**src/rtl/conv_stream_host_if.sv**
```systemverilog
// Stream channel between the host endpoint and a conv accelerator.
//   x_data/x_valid/x_ready : host -> accelerator input words
//   y_data/y_valid/y_ready : accelerator -> host result words
// master: host side (drives x, accepts y). slave: accelerator side.
interface conv_stream_host_if #(
   parameter int unsigned T = 16
) ();
   logic signed [T-1:0] x_data;
   logic                x_valid;
   logic                x_ready;
   logic signed [T-1:0] y_data;
   logic                y_valid;
   logic                y_ready;

   modport master (
      output x_data,
      output x_valid,
      input  x_ready,
      input  y_data,
      input  y_valid,
      output y_ready
   );

   modport slave (
      input  x_data,
      input  x_valid,
      output x_ready,
      output y_data,
      output y_valid,
      input  y_ready
   );
endinterface

```
**src/rtl/conv_stream_host.sv**
```systemverilog
// Host-side stream endpoint for the conv accelerators. Holds an x vector in a local buffer,
// streams it out over the x channel, collects y results into a result buffer and reports
// completion plus the number of cycles spent sending.
//   clk, reset          : clock, synchronous active-high reset
//   ld_wr_en/addr/data  : x buffer load port (ignored while a run is active)
//   start               : single-cycle run request (ignored while busy)
//   busy, done, cycles  : run status and SEND-cycle count (saturating)
//   strm                : x/y valid-ready channels (master side)
//   rd_addr, rd_data    : result buffer read port, 1-cycle latency
module conv_stream_host #(
   parameter int unsigned T      = 16,
   parameter int unsigned SIZE_X = 128,
   parameter int unsigned SIZE_Y = 121,
   parameter int unsigned CW     = 32
) (
   input  logic                       clk,
   input  logic                       reset,
   input  logic                       ld_wr_en,
   input  logic [$clog2(SIZE_X)-1:0]  ld_addr,
   input  logic signed [T-1:0]        ld_data,
   input  logic                       start,
   output logic                       busy,
   output logic                       done,
   output logic [CW-1:0]              cycles,
   conv_stream_host_if.master         strm,
   input  logic [$clog2(SIZE_Y)-1:0]  rd_addr,
   output logic signed [T-1:0]        rd_data
);
   localparam int unsigned AX = $clog2(SIZE_X);
   localparam int unsigned AY = $clog2(SIZE_Y);
   localparam int unsigned CX = $clog2(SIZE_X + 1);
   localparam int unsigned CY = $clog2(SIZE_Y + 1);
   localparam logic [CX-1:0] XNum   = CX'(SIZE_X);
   localparam logic [CX-1:0] XNumM1 = CX'(SIZE_X - 1);
   localparam logic [CY-1:0] YNum   = CY'(SIZE_Y);
   localparam logic [CY-1:0] YNumM1 = CY'(SIZE_Y - 1);

   typedef enum logic [1:0] {StIdle, StSend, StDone} state_e;

   state_e              state_q;
   logic signed [T-1:0] x_mem [SIZE_X];
   logic signed [T-1:0] y_mem [SIZE_Y];
   logic [CX-1:0]       rd_ptr_q;   // next x buffer address to fetch
   logic [CX-1:0]       x_sent_q;
   logic [CY-1:0]       y_rcvd_q;
   logic signed [T-1:0] ram_q;      // prefetch entry (x buffer read register)
   logic                ram_vld_q;
   logic                x_xfer, y_xfer, x_load, ram_rd, x_fin, y_fin;

   assign busy         = (state_q == StSend);
   assign done         = (state_q == StDone);
   assign strm.y_ready = (state_q == StSend) && (y_rcvd_q < YNum);

   // Two entries (ram_q, x_data) give 1 word/cycle: the prefetch refills in the same cycle
   // the output register drains.
   always_comb begin
      x_xfer = strm.x_valid && strm.x_ready;
      y_xfer = strm.y_valid && strm.y_ready;
      x_load = ram_vld_q && (!strm.x_valid || x_xfer);
      ram_rd = (rd_ptr_q < XNum) && (!ram_vld_q || x_load);
      x_fin  = (x_sent_q == XNum) || (x_xfer && (x_sent_q == XNumM1));
      y_fin  = (y_rcvd_q == YNum) || (y_xfer && (y_rcvd_q == YNumM1));
   end

   always_ff @(posedge clk) begin
      if (reset) begin
         state_q      <= StIdle;
         rd_ptr_q     <= '0;
         x_sent_q     <= '0;
         y_rcvd_q     <= '0;
         ram_q        <= '0;
         ram_vld_q    <= 1'b0;
         strm.x_data  <= '0;
         strm.x_valid <= 1'b0;
         cycles       <= '0;
      end else begin
         case (state_q)
            StIdle, StDone: begin
               if (start) begin
                  // Word 0 is fetched on the accepting edge so x_valid rises one edge later.
                  state_q      <= StSend;
                  ram_q        <= x_mem[0];
                  ram_vld_q    <= 1'b1;
                  rd_ptr_q     <= CX'(1);
                  x_sent_q     <= '0;
                  y_rcvd_q     <= '0;
                  cycles       <= '0;
                  strm.x_valid <= 1'b0;
               end
            end
            StSend: begin
               if (ram_rd) begin
                  ram_q    <= x_mem[rd_ptr_q[AX-1:0]];
                  rd_ptr_q <= rd_ptr_q + CX'(1);
               end
               ram_vld_q <= ram_rd || (ram_vld_q && !x_load);
               if (x_load) begin
                  strm.x_data <= ram_q;
               end
               strm.x_valid <= x_load || (strm.x_valid && !x_xfer);
               if (x_xfer) begin
                  x_sent_q <= x_sent_q + CX'(1);
               end
               if (y_xfer) begin
                  y_rcvd_q <= y_rcvd_q + CY'(1);
               end
               if (cycles != '1) begin
                  cycles <= cycles + CW'(1);
               end
               if (x_fin && y_fin) begin
                  state_q <= StDone;
               end
            end
            default: state_q <= StIdle;
         endcase
      end
   end

   // x buffer: loads are locked out while sending so the streamed vector stays consistent.
   always_ff @(posedge clk) begin
      if (ld_wr_en && (state_q != StSend)) begin
         x_mem[ld_addr] <= ld_data;
      end
   end

   // Result buffer has no reset: contents survive reset and are replaced only by new y words.
   always_ff @(posedge clk) begin
      if (y_xfer && !reset) begin
         y_mem[y_rcvd_q[AY-1:0]] <= strm.y_data;
      end
   end

   always_ff @(posedge clk) begin
      if (reset) begin
         rd_data <= '0;
      end else begin
         rd_data <= y_mem[rd_addr];
      end
   end
endmodule

```
**src/flat_wrapper.sv**
```systemverilog
// flat-port wrapper written by rule: the top's interface ports become plain ports
module conv_stream_host_flat 
#(
   parameter int unsigned T      = 16,
   parameter int unsigned SIZE_X = 128,
   parameter int unsigned SIZE_Y = 121,
   parameter int unsigned CW     = 32
)
  (clk, reset, ld_wr_en, ld_addr, ld_data, start, busy, done, cycles, rd_addr, rd_data, strm_x_data, strm_x_valid, strm_x_ready, strm_y_data, strm_y_valid, strm_y_ready);
  conv_stream_host_if #(.T(T)) strm_i ();
  input  logic clk;
  input  logic reset;
  input  logic ld_wr_en;
  input  logic [$clog2(SIZE_X)-1:0] ld_addr;
  input  logic signed [T-1:0] ld_data;
  input  logic start;
  output logic busy;
  output logic done;
  output logic [CW-1:0] cycles;
  input  logic [$clog2(SIZE_Y)-1:0] rd_addr;
  output logic signed [T-1:0] rd_data;
  output wire logic [$bits(strm_i.x_data)-1:0] strm_x_data;
  output wire logic [$bits(strm_i.x_valid)-1:0] strm_x_valid;
  input wire logic [$bits(strm_i.x_ready)-1:0] strm_x_ready;
  input wire logic [$bits(strm_i.y_data)-1:0] strm_y_data;
  input wire logic [$bits(strm_i.y_valid)-1:0] strm_y_valid;
  output wire logic [$bits(strm_i.y_ready)-1:0] strm_y_ready;
  assign strm_x_data = strm_i.x_data;
  assign strm_x_valid = strm_i.x_valid;
  assign strm_i.x_ready = strm_x_ready;
  assign strm_i.y_data = strm_y_data;
  assign strm_i.y_valid = strm_y_valid;
  assign strm_y_ready = strm_i.y_ready;
  conv_stream_host #(.T(T), .SIZE_X(SIZE_X), .SIZE_Y(SIZE_Y), .CW(CW)) u_core (.clk(clk), .reset(reset), .ld_wr_en(ld_wr_en), .ld_addr(ld_addr), .ld_data(ld_data), .start(start), .busy(busy), .done(done), .cycles(cycles), .strm(strm_i), .rd_addr(rd_addr), .rd_data(rd_data));
endmodule
```
**config.mk**
```make
export PLATFORM = sky130hd
export DESIGN_NAME = conv_stream_host_flat
export DESIGN_NICKNAME = d
export VERILOG_FILES = /design/src/rtl/conv_stream_host_if.sv /design/src/rtl/conv_stream_host.sv /design/src/flat_wrapper.sv
export SDC_FILE = /design/constraint.sdc
export NUM_CORES = 2
export LEC_CHECK = 0
export CORE_AREA = 2 2 647 649
export DETAILED_ROUTE_END_ITERATION = 10
export DIE_AREA = 0 0 649 651
export GPL_TIMING_DRIVEN = 0
export PLACE_DENSITY_LB_ADDON = 0.3
export SLEW_MARGIN = 10
export SYNTH_ARGS = -nofsm -noshare
export SYNTH_HDL_FRONTEND = slang
export SYNTH_SLANG_ARGS = --single-unit
```
**constraint.sdc**
```tcl
create_clock -name clk -period 3 [get_ports clk]
set_clock_uncertainty 0.2 [all_clocks]
set_input_delay 0.3 -clock clk [delete_from_list [all_inputs] [get_ports clk]]
set_output_delay 0.3 -clock clk [all_outputs]
set_load 0.05 [all_outputs]
```
==> flow_metrics.env <==
export IMPL_insertion_delay_ns=0.98
export IMPL_root_buffer="clkbuf_16"
export IMPL_r2r_end="u_core.y_mem[72][8]"
export IMPL_synth_area_leaders="edfxtp_1 76%, mux4_2 11%, mux2i_1 4.0%"
export IMPL_min_from="strm_x_ready"
export IMPL_crit_arrival_ns=3.80
export IMPL_run_status="finished with violations"
export IMPL_r2r_slack_ns=-0.35
export IMPL_grt_busiest_layer="met2"
export IMPL_clk_pin_slew_worst_paths_ns=0.06
export IMPL_tightestPinTransition_ns=1.167
export IMPL_vias=83740
export IMPL_avgSynthCellArea_um2=20.42
export IMPL_via_per_inst=5.763
export IMPL_fin_area_mm2=0.1903
export IMPL_synth_seq_area_share_pct=77.39
export IMPL_die_w_um=649
export IMPL_start_util_pct=37.92
export IMPL_globalplace_congestion=0.9532
export IMPL_grt_util_met1_pct=28.56
export IMPL_detail_route_wl_per_cell_um=32.32
export IMPL_instances_no_fill=14530
export IMPL_max_freq_ghz=0.2986
export IMPL_critPathLaunchType="flop"
export IMPL_worstHoldPathType="in2reg"
export IMPL_drive_gt1_share_pct=29.31
export IMPL_rsz0062_at_grt="true"
export IMPL_antenna_found_initial=25
export IMPL_fp_dieH_um=651
export IMPL_timing_hold_ws_ns=0.08693
export IMPL_ys_ff_latch=4098
export IMPL_max_slew_margin_rel_pct=22.23
export IMPL_yosys_warnings=0
export IMPL_synth_edff_count=3984
export IMPL_violations="setup timing"
export IMPL_dp_cells=13600
export IMPL_synth_top_cell_area_share_pct=75.95
export IMPL_use_met3_pct=4.121
export IMPL_p_per_area_mw_per_mm2=641.8
export IMPL_finalPower_mw=122.1
export IMPL_cts_sinks=4098
export IMPL_ant_nets=0
export IMPL_grt_pass1_vias=82880
export IMPL_hold_viol=0
export IMPL_synthFlopType="edfxtp_1"
export IMPL_fill_cells=34380
export IMPL_initialDrtViolationCount=11190
export IMPL_core_area_mm2=0.4154
export IMPL_area_growth_pct=20.81
export IMPL_crit_fanout=12
export IMPL_postSynth_asyncResetShare_pct=0
export IMPL_cp_required_ns=3.45
export IMPL_cts_tree="yes"
export IMPL_dpl_cell_area_mm2=0.1707
export IMPL_crit_type="reg2reg"
export IMPL_setup_viol=612
export IMPL_cts_buffers=416
export IMPL_grt_pass1_wl_mm=646.6
export IMPL_min_path_cells=5
export IMPL_yosysTopAreaCell="edfxtp_1"
export IMPL_netlist_area_mm2=0.1575
export IMPL_synth_cells=7713
export IMPL_grt_max_degree=99
export IMPL_total_leakage_power_nw=58.92
export IMPL_holdPathEnd="u_core.x_sent_q[0]"
export IMPL_syn_nets=7772
export IMPL_overflow=0
export IMPL_htree_levels=5
export IMPL_peakVddDrop_mv=0.5350
export IMPL_wl_mm=469.6
export IMPL_end_kind="flop"
export IMPL_clk_path_buf_depth=4
export IMPL_io_pins=120
export IMPL_drcViolationCount=0
export IMPL_post_route_period_util_pct=111.6
export IMPL_rows=237
export IMPL_cap_violations=0
export IMPL_die_area_mm2=0.4225
export IMPL_fin_ws_ns=-0.3490
export IMPL_r2r_cells=5
export IMPL_period_minus_slack_ns=3.349
export IMPL_dr_pass1_iters=6
export IMPL_synth_cell_types=59
export IMPL_track_usage_pct=21.59
export IMPL_fin_nets=8731
export IMPL_gr_usage_met2_pct=34.56
export IMPL_port_buffers=115
export IMPL_maxSlewViolCount=0
export IMPL_dp_hpwl_mm=317.4
export IMPL_timing_rr_start="u_core.y_rcvd_q[3]"
## layout by cell type, fill, tap and decap left out, types with 21 or more instances in the layout
master           count
a211oi_1            34
a21oi_1            106
a221oi_1            33
a22o_1              48
a22oi_1            292
a22oi_2             47
buf_1               22
buf_12              72
buf_16              55
buf_2               66
buf_4              156
buf_6              109
buf_8              215
bufinv_16           48
clkbuf_1           142
clkbuf_16          421
clkbuf_2            45
clkbuf_8            21
clkdlybuf4s50_1     77
clkinv_1           110
clkinv_2            83
dfxtp_1            105
dlygate4sd3_1       35
edfxtp_1          3984
inv_1               33
mux2i_1            591
mux4_2             741
nand2_1            173
nand3_1            113
nand4_1             38
nor2_1             115
nor2_2             127
nor2_4             132
nor2b_1             33
o211ai_1            27
o21ai_0             45
o22ai_1             57
xnor2_1             21
## cell families (layout without fill, tap and decap cells)
| family | count (synthesis) | after routing | share of synthesized area (%) |
|---|---|---|---|
| compound gates | 835 | 835 | 3.739 |
| xor+xnor | 38 | 38 | 0.2113 |
| fa+ha+maj | 7 | 7 | 0.05560 |
| buf+inv | 467 | 1781 | 1.448 |
| flops | 4098 | 4098 | 77.39 |
| mux | 1366 | 1366 | 14.57 |
| other cells | 0 | 5 | 0 |
| simple gates | 902 | 902 | 2.585 |
## state kept, by name (all words and copies together) (netlist names), named ones only
register and flops:
u_core.strm.x_valid 1, u_core.rd_data 16, u_core.y_rcvd_q 7, u_core.x_mem 2048
u_core.strm.x_data 16, u_core.cycles 32, u_core.state_q 2, u_core.ram_vld_q 1
u_core.y_mem 1936, u_core.x_sent_q 8, u_core.rd_ptr_q 8, u_core.ram_q 16
## Yosys cell counts, drive strengths merged (3+ instances only)
cell type and instances:
a2111oi 4, a2bb2oi 3, o211ai 27, a22o 48, mux4 741, mux2i 624
clkbuf 161, and3 8, a41oi 3, and2 11, nor3 19, a21oi 130
nand3 129, nand2b 13, nor2 374, a221oi 53, a22oi 339, a211oi 34
or4 16, a211o 9, xor2 17, o221ai 18, nand3b 3, nand4 38
edfxtp 3984, nand2 204, nor3b 4, dfxtp 114, o21ai 58, xnor2 21
or2 7, or3 8, ha 7, a31oi 23, o22ai 70, nor4 18
inv 33, o311ai 8, nor2b 39, buf 273
## metrics by stage
stage / TNS, ns / util (%) / setup WS, ns
after floorplan: 0 / - / 0.2734
after global placement: - / 39.85 / -3.831
after detailed placement: -5022.17 / 41.08 / -3.108
after CTS: -50.77 / 45.46 / -0.2872
after global routing: -55.13 / 45.81 / -0.3194
final: -74.14 / 45.81 / -0.3490
## routing by layer
metal	up-vias	wire, µm
met1	44300	181000
met2	4424	220500
met4	16	25430
met5	-	111
li1	34070	-
met3	928	42630
## how the worst max path moves through the flow
stage	startpoint	end	slack, ns	depth (start not counted)
after floorplan	u_core.state_q[1]	u_core.x_mem[110][0]	0.27	7
after global placement	reset	u_core.y_mem[0][13]	-3.83	6
after detailed placement	rd_addr[4]	u_core.rd_data[6]	-3.11	8
after CTS	u_core.y_rcvd_q[3]	u_core.y_mem[8][5]	-0.29	4
after global routing	u_core.y_rcvd_q[3]	u_core.y_mem[109][14]	-0.32	5
final	u_core.y_rcvd_q[3]	u_core.y_mem[72][8]	-0.35	5
## what timing repair did
action	4_1_cts	5_1_grt
endpoints found under the hold margin	3957	0
pin swaps	88	45
setup endpoints to repair	4065	1725
buffers inserted	66	61
hold buffers	35	0
cloned	2	3
gates resized for setup	875	207
## cell type report
cell class	count	area, µm²	share of cell area, %
inverter	33	123.9	0.06509
sequential	4098	121900	64.08
timing repair buffer	553	7476	3.928
buffer	422	3725	1.957
tap	5497	6878	3.614
multi-input combinational	3148	36520	19.19
clock inverter	285	2902	1.525
clock buffer	488	10720	5.634
antenna	5	12.51	0.006575
## critical path: stages (launching register included)
cell      delay [ns]
dfxtp_1         0.34
clkbuf_2        0.44
nor2b_2         0.59
nand2_1         0.62
nor2_2          0.55
buf_8           0.24
## power breakdown
group,leakage (nW),switching (mW),internal [mW]
clock,6.66,22.2,29.8
combinational,15.5,4.61,2.58
sequential,36.7,0.0888,62.9
total,58.9,26.9,95.2
Note: power is estimated with default switching activity, not from simulation.
